==> config.mk <==
export PLATFORM = sky130hd
export DESIGN_NAME = asg_stream
export DESIGN_NICKNAME = d
export VERILOG_FILES = /design/src/rtl/asg_stream.sv
export SDC_FILE = /design/constraint.sdc
export NUM_CORES = 1
export LEC_CHECK = 0
export CAP_MARGIN = 20
export CORE_ASPECT_RATIO = 0.9
export CORE_MARGIN = 2
export CORE_UTILIZATION = 30
export CTS_CLUSTER_SIZE = 28
export DETAILED_ROUTE_END_ITERATION = 8
export GPL_TIMING_DRIVEN = 1
export PLACE_DENSITY = 0.62
export SLEW_MARGIN = 20
export SYNTH_ARGS = -nofsm -noshare
export SYNTH_HDL_FRONTEND = slang
export SYNTH_SLANG_ARGS = --single-unit
==> constraint.sdc <==
create_clock -name clock -period 1.92 [get_ports clock]
set_input_delay 0.384 -clock clock [delete_from_list [all_inputs] [get_ports clock]]
set_output_delay 0.384 -clock clock [all_outputs]
set_load 0.01 [all_outputs]
==> src/rtl/asg_stream.sv <==
// Alternating step generator: three Fibonacci LFSRs, keystream bits packed MSB-first
// into OUT_W-bit words behind a valid/ready hold. Optional ASG_LOCKUP_GUARD_EN macro.
module asg_stream #(
    parameter int              WIDTH     = 16,
    parameter int              OUT_W     = 8,
    parameter logic [WIDTH-1:0] TAPS_CTRL = WIDTH'(16'h002D),
    parameter logic [WIDTH-1:0] TAPS_0    = WIDTH'(16'h0039),
    parameter logic [WIDTH-1:0] TAPS_1    = WIDTH'(16'h0071)
) (
    input  logic             clock,
    input  logic             reset,
    input  logic             load,
    input  logic [WIDTH-1:0] seed_ctrl,
    input  logic [WIDTH-1:0] seed_0,
    input  logic [WIDTH-1:0] seed_1,
    input  logic             en,
    output logic [WIDTH-1:0] out_state,
    output logic [OUT_W-1:0] out_word,
    output logic             out_valid,
    input  logic             out_ready,
    output logic             lockup
);

    localparam int             CNT_W    = $clog2(OUT_W);
    localparam logic [CNT_W-1:0] CNT_LAST = CNT_W'(OUT_W - 1);

    typedef enum logic [1:0] {IDLE, RUN, HOLD} state_t;

    state_t           state_q, state_d;
    logic [WIDTH-1:0] ctrl_q, ctrl_d;
    logic [WIDTH-1:0] lfsr0_q, lfsr0_d;
    logic [WIDTH-1:0] lfsr1_q, lfsr1_d;
    logic [WIDTH-1:0] st_q, st_d;
    logic [OUT_W-1:0] word_q, word_d;
    logic             valid_q, valid_d;
    logic [CNT_W-1:0] cnt_q, cnt_d;
    logic [WIDTH-1:0] nxt0, nxt1;
    logic [WIDTH-1:0] ld_ctrl, ld_0, ld_1;
    logic             fc;

    function automatic logic [WIDTH-1:0] lfsr_step(input logic [WIDTH-1:0] v,
                                                   input logic [WIDTH-1:0] taps);
        return {^(v & taps), v[WIDTH-1:1]};
    endfunction

`ifdef ASG_LOCKUP_GUARD_EN
    logic lock_q, lock_d;

    // A zero seed would freeze its LFSR forever; substitute 1 instead.
    function automatic logic [WIDTH-1:0] seed_fix(input logic [WIDTH-1:0] v);
        return (v == '0) ? WIDTH'(1) : v;
    endfunction

    assign ld_ctrl = seed_fix(seed_ctrl);
    assign ld_0    = seed_fix(seed_0);
    assign ld_1    = seed_fix(seed_1);
    assign lock_d  = load && ((seed_ctrl == '0) || (seed_0 == '0) || (seed_1 == '0));
    assign lockup  = lock_q;
`else
    assign ld_ctrl = seed_ctrl;
    assign ld_0    = seed_0;
    assign ld_1    = seed_1;
    assign lockup  = 1'b0;
`endif

    always_comb begin
        state_d = state_q;
        ctrl_d  = ctrl_q;
        lfsr0_d = lfsr0_q;
        lfsr1_d = lfsr1_q;
        st_d    = st_q;
        word_d  = word_q;
        valid_d = valid_q;
        cnt_d   = cnt_q;
        fc      = ^(ctrl_q & TAPS_CTRL);
        nxt0    = lfsr0_q;
        nxt1    = lfsr1_q;
        if (fc) nxt1 = lfsr_step(lfsr1_q, TAPS_1);
        else    nxt0 = lfsr_step(lfsr0_q, TAPS_0);

        if (load) begin
            ctrl_d  = ld_ctrl;
            lfsr0_d = ld_0;
            lfsr1_d = ld_1;
            st_d    = ld_0 ^ ld_1;
            word_d  = '0;
            cnt_d   = '0;
            valid_d = 1'b0;
            state_d = RUN;
        end else begin
            case (state_q)
                RUN: begin
                    if (en) begin
                        ctrl_d  = {fc, ctrl_q[WIDTH-1:1]};
                        lfsr0_d = nxt0;
                        lfsr1_d = nxt1;
                        st_d    = nxt0 ^ nxt1;
                        word_d  = {word_q[OUT_W-2:0], nxt0[0] ^ nxt1[0]};
                        if (cnt_q == CNT_LAST) begin
                            cnt_d   = '0;
                            valid_d = 1'b1;
                            state_d = HOLD;
                        end else begin
                            cnt_d = cnt_q + 1'b1;
                        end
                    end
                end
                // Accepting cycle only hands the word over; stepping resumes next cycle.
                HOLD: begin
                    if (valid_q && out_ready) begin
                        valid_d = 1'b0;
                        state_d = RUN;
                    end
                end
                default: ;
            endcase
        end
    end

    always_ff @(posedge clock) begin
        if (!reset) begin
            state_q <= IDLE;
            ctrl_q  <= '0;
            lfsr0_q <= '0;
            lfsr1_q <= '0;
            st_q    <= '0;
            word_q  <= '0;
            valid_q <= 1'b0;
            cnt_q   <= '0;
        end else begin
            state_q <= state_d;
            ctrl_q  <= ctrl_d;
            lfsr0_q <= lfsr0_d;
            lfsr1_q <= lfsr1_d;
            st_q    <= st_d;
            word_q  <= word_d;
            valid_q <= valid_d;
            cnt_q   <= cnt_d;
        end
    end

`ifdef ASG_LOCKUP_GUARD_EN
    always_ff @(posedge clock) begin
        if (!reset) lock_q <= 1'b0;
        else        lock_q <= lock_d;
    end
`endif

    assign out_state = st_q;
    assign out_word  = word_q;
    assign out_valid = valid_q;

endmodule

==> reports/results.ini, run 1 <==
[status]
status=completed

[global_routing]
grt_max_degree=53
grt_overflow=0
antenna_found_initial=0
gr-usage-all-layers_pct=14.8
first_global_vias=3352
grt_pass1_wl_um=16800

[yosys]
syn_area_mm2=0.00395
synth_top_flop_cell=dfxtp_1
ys_seq_area_share_pct=39.0
ys_ff_latch=77
async_reset_ff_share_pct=0
syn-num-nets=540
yosys-top-cells-area=dfxtp_1, a21oi_1, mux2i_1
synth_warnings=0
synth_enable_flop_cells=0
syn_inst=485
syn_avg_cell_area_um2=8.14
synth_top_area_share_pct=39.0
yosys.area.top_type=dfxtp_1
ys_types=31

[floorplanning]
dieArea_mm2=0.0141
initial_utilization_pct=30.9
coreArea_mm2=0.0128
io_pins=79
fp-row-count=39
die_w_um=125
fp.dieH_um=113

[cts]
ctsHoldBuffers=0
htree_levels=3
cts_tree=done
cts-resized-gates=0
clock-sinks=77
cts-buffers-inserted=9
clkSlewWorstSetupHoldPaths_ps=60
insertion_delay_ps=330
post_cts_buffers=0
ctsRootBufferMaster=clkbuf_16
cts_buffer_depth=2

[sta]
holdWs_ps=462
drv_slew=0
setup_viol=0
max_freq_mhz=586
hold_viol=0
rsz0062_at_grt=no
finalClockSkew_ps=6.00
period_share_pct=88.9
min_period_ps=1710
setup_tns_ps=0

[detailed_routing]
postRouteAntennaNets=0
post_drt_wl_per_cell_um=14.3
dr.pass1.iters=4
drt-initial-drc-count=145
totalWireLength_um=10300
viasPerCell=4.90
drc=0
vias=3507

[power]
power.density_mw_per_mm2=879
power.leakage_nw=2.09
vdd_drop_max_mv=0.432

[critical_path]
end_kind=output pin
critPathMaxStageDelay_ps=570
path_buf_inv=1
cp.required_ps=1540
critPathLaunchType=register
cp_max_fo=7
crit_family=buffers and inverters
critPathKind=reg2out
cp_data_arrival_time_ps=1320
cp_cell_sequence=clkdlybuf4s50_1
cp_slowest_cell=clkdlybuf4s50_1

[cells_and_area]
nets=602
diodes=0
multi_input_area_mm2=0.00224
instances_no_fill=716
finish.instance_area_mm2=0.00524
drive_above_1_share_pct=7.61
fillers=1264
final_util_pct=41.0
seqCellArea_mm2=0.00154
area_delta_synth_final_pct=32.8

[placed_design]
place.gp.congestion=0.815
port_buffers=77
dpl.cell_count=700
placed_area_mm2=0.00487
dp_hpwl_um=7190

[min_path]
min_path_type=reg2reg

[run]
maxCapViolations=0

[state kept, by name, indices dropped and copies added (netlist names)]
| name | count |
|---|---|
| ctrl_q | 16 |
| lfsr0_q | 16 |
| lfsr1_q | 16 |
| out_state | 16 |
| out_word | 8 |
| cnt_q | 3 |
| out_valid | 1 |
| state_q | 1 |
[power by group]
part / total (W) / internal, W / leakage [nW] / switching (W)
Clock: 0.00198 / 0.00130 / 0.165 / 0.000673
Sequential: 0.00181 / 0.00170 / 0.636 / 0.000110
Combinational: 0.000820 / 0.000412 / 1.29 / 0.000408
Total: 0.00461 / 0.00342 / 2.09 / 0.00119
[layout make-up]
class                   count  area share, %
multi-input cells         363           42.7
inverters                   2          0.143
clock buffers              10           4.56
flip-flops and latches     77           29.4
clock inverters             6           2.10
well taps                 164           3.91
repair buffers             94           17.2
[final timing paths]
check             startpoint          end  slack (ps)  cells after the start
setup / recovery   out_valid    out_valid         210                      1
hold / removal      cnt_q[1]     cnt_q[1]         460                      2
setup reg to reg   ctrl_q[5]  lfsr0_q[15]         220                      5
hold reg to reg     cnt_q[1]     cnt_q[1]         460                      2
[through the flow]
| stage | setup WS (ps) | total power (W) |
|---|---|---|
| after global placement | 70.1 | 0.00263 |
| after global routing | 77.0 | 0.00481 |
| after floorplan | 273 | 0.00233 |
| after detailed placement | 26.8 | 0.00266 |
| final | 214 | 0.00461 |
| after CTS | 144 | 0.00465 |
[synth_stat cells (all sizes together) (2+ instances only)]
library cell and n:
inv 2, xor2 33, o211ai 17, o22ai 2, buf 10, nor3 2, o21ai 48, mux2i 31
clkbuf 33, xnor2 23, nand2 69, nor2b 16, dfxtp 77, nand3 2, ha 2, and2 2
nor2 3, a21oi 105
[metal layers]
| metal | up-vias | GRT usage, % | part of all wire [%] |
|---|---|---|---|
| li1 | 1789 | - | - |
| met1 | 1647 | 19.3 | 48 |
| met2 | 67 | 23.8 | 46 |
| met3 | 4 | 4.82 | 5.2 |
| met4 | 0 | 3.85 | 0.52 |
| met5 | - | 0 | 0 |
[cell usage in the layout, fill, tap and decap left out, drive strengths merged, types with 2 or more instances in the layout]
cell,instances
nor3,2
nor2,3
dfxtp,77
mux2i,31
inv,2
nand3,2
clkdlybuf4s50,75
xnor2,23
o22ai,2
o211ai,17
nor2b,16
nand2,69
xor2,33
and2,2
ha,2
clkbuf,10
clkinvlp,2
o21ai,48
a21oi,105
buf,19
bufinv,3
[cells by family (layout without fill, tap and decap cells)]
family | count (synthesis) | after routing | synth area share (%)
AND/OR/NAND/NOR | 97 | 97 | 11.0
flip-flops | 77 | 77 | 39.0
buffers and inverters | 45 | 112 | 4.75
AO/OA/AOI/OAI | 176 | 176 | 23.8
other | 1 | 1 | 0.0950
XOR/XNOR | 56 | 56 | 12.8
adder cells (fa/ha/maj) | 2 | 2 | 0.634
multiplexers | 31 | 31 | 7.86
Power figures use the tool's default switching activity.
==> run 2: changes to the inputs <==
Settings changed: CORE_ASPECT_RATIO 0.9 to default.
==> run 2 against run 1 <==
Combinational power increased by 0.5%. Non-clock buffer count decreased by 2. Largest power group unchanged. Clock power about the same. First-iteration DRC count increased by 23%. Largest cell class unchanged. Count of clock-buffer cells in the layout increased by 3. Die area about the same. Critical endpoint unchanged.
==> reports/results.ini, run 2 (synthesis results as in run 1) <==
[status]
status=completed

[placed_design]
dp_hpwl_um=7010
port_buffers=77
dpl.cell_count=706
dp_slack_ps=44.5
place.gp.congestion=0.790

[critical_path]
crit_family=buffers and inverters
cp_data_arrival_time_ps=1330
cp.required_ps=1540
critPathKind=reg2out
cp_slowest_cell=clkdlybuf4s50_1
cp_max_fo=7
cp_cell_sequence=clkdlybuf4s50_1
end_kind=output pin
path_buf_inv=1
critPathLaunchType=register
critPathMaxStageDelay_ps=580

[cells_and_area]
nets=600
seqCellArea_mm2=0.00154
most-common-layout-cells=a21oi_1, dfxtp_1, clkdlybuf4s50_1
drive_above_1_share_pct=7.09
fillers=1287
area_delta_synth_final_pct=34.2
multi_input_area_mm2=0.00224
final_common_cell=a21oi_1
diodes=0
instances_no_fill=722

[detailed_routing]
met3_length_um=461
vias=3457
top_layer=met4
viasPerCell=4.79
postRouteAntennaNets=0
route.met2.wl_um=4650
dr.pass1.iters=5
drt-initial-drc-count=179
drc=0
post_drt_wl_per_cell_um=13.8
totalWireLength_um=9930
wl_met1_um=4710

[global_routing]
grt_pass1_wl_um=16800
grt_max_degree=77
grt_overflow=0
antenna_found_initial=0
first_global_vias=3482
gr-usage-all-layers_pct=14.7

[sta]
max_freq_mhz=583
drv_slew=0
setup_tns_ps=0
min_period_ps=1720
rsz0062_at_grt=no
period_share_pct=89.3
hold_viol=0
finalClockSkew_ps=3.69
setup_ws_ps=205
setup_viol=0
worst_pin_slew_ps=510
worst_slew_margin_rel_pct=65.9

[cts]
ctsRootBufferMaster=clkbuf_16
cts_tree=done
clock-sinks=77
ctsHoldBuffers=0
cts-buffers-inserted=9
clkSlewWorstSetupHoldPaths_ps=60
insertion_delay_ps=330
htree_levels=3
cts_buffer_depth=2

[run]
maxCapViolations=0

[floorplanning]
fp-row-count=41
fp.dieH_um=119
io_pins=79
dieArea_mm2=0.0141
initial_utilization_pct=31.0
coreArea_mm2=0.0127
die_w_um=119

[power]
power.density_mw_per_mm2=876
vdd_drop_max_mv=0.416
power.leakage_nw=2.11

[min_path]
min_path_type=in2reg

-- run 2: layout make-up --
cell class | count | share of cell area, %
Tap cell | 172 | 4.06
Sequential cell | 77 | 29.1
Multi-Input combinational cell | 363 | 42.2
Timing Repair Buffer | 92 | 17.7
Clock buffer | 13 | 5.10
Inverter | 2 | 0.142
Clock inverter | 3 | 1.70
-- run 2: stage by stage --
| stage | power, W | cell area, um2 | hold WS, ps | util [%] |
|---|---|---|---|---|
| 3_3_place_gp | 0.00264 | 4920 | 443 | 38.7 |
| 6_report | 0.00464 | 5300 | 402 | 41.6 |
| 2_1_floorplan | 0.00233 | 3950 | 440 | - |
| 4_1_cts | 0.00469 | 5280 | 388 | 41.5 |
| 3_5_place_dp | 0.00266 | 4920 | 460 | 38.7 |
| 5_1_grt | 0.00488 | 5300 | 418 | 41.6 |
-- run 2: power by group --
group	switching [W]	internal [W]	leakage (nW)	total, W
clock	0.000632	0.00138	0.176	0.00201
combinational	0.000404	0.000420	1.30	0.000824
sequential	0.000105	0.00170	0.636	0.00181
total	0.00114	0.00350	2.11	0.00464
-- run 2: routing by layer --
metal	track usage (%)	vias to the layer above
met2	24.0	71
met1	18.8	1584
met3	3.76	10
li1	-	1792
met5	0	-
met4	4.99	0
-- run 2: path summary, 6_finish.rpt --
check | startpoint | to | slack [ps] | cells after the start
worst max-delay path | out_valid | out_valid | 200 | 1
worst min-delay path | reset | out_state[15] | 400 | 3
worst max register to register | ctrl_q[3] | lfsr0_q[4] | 240 | 6
worst min register to register | cnt_q[1] | cnt_q[1] | 470 | 2
-- run 2: timing repair --
item                                   in CTS  in global routing
setup buffers                               0                  0
setup endpoints to repair                   0                 13
resized for setup                           0                  2
endpoints found under the hold margin       0                  0
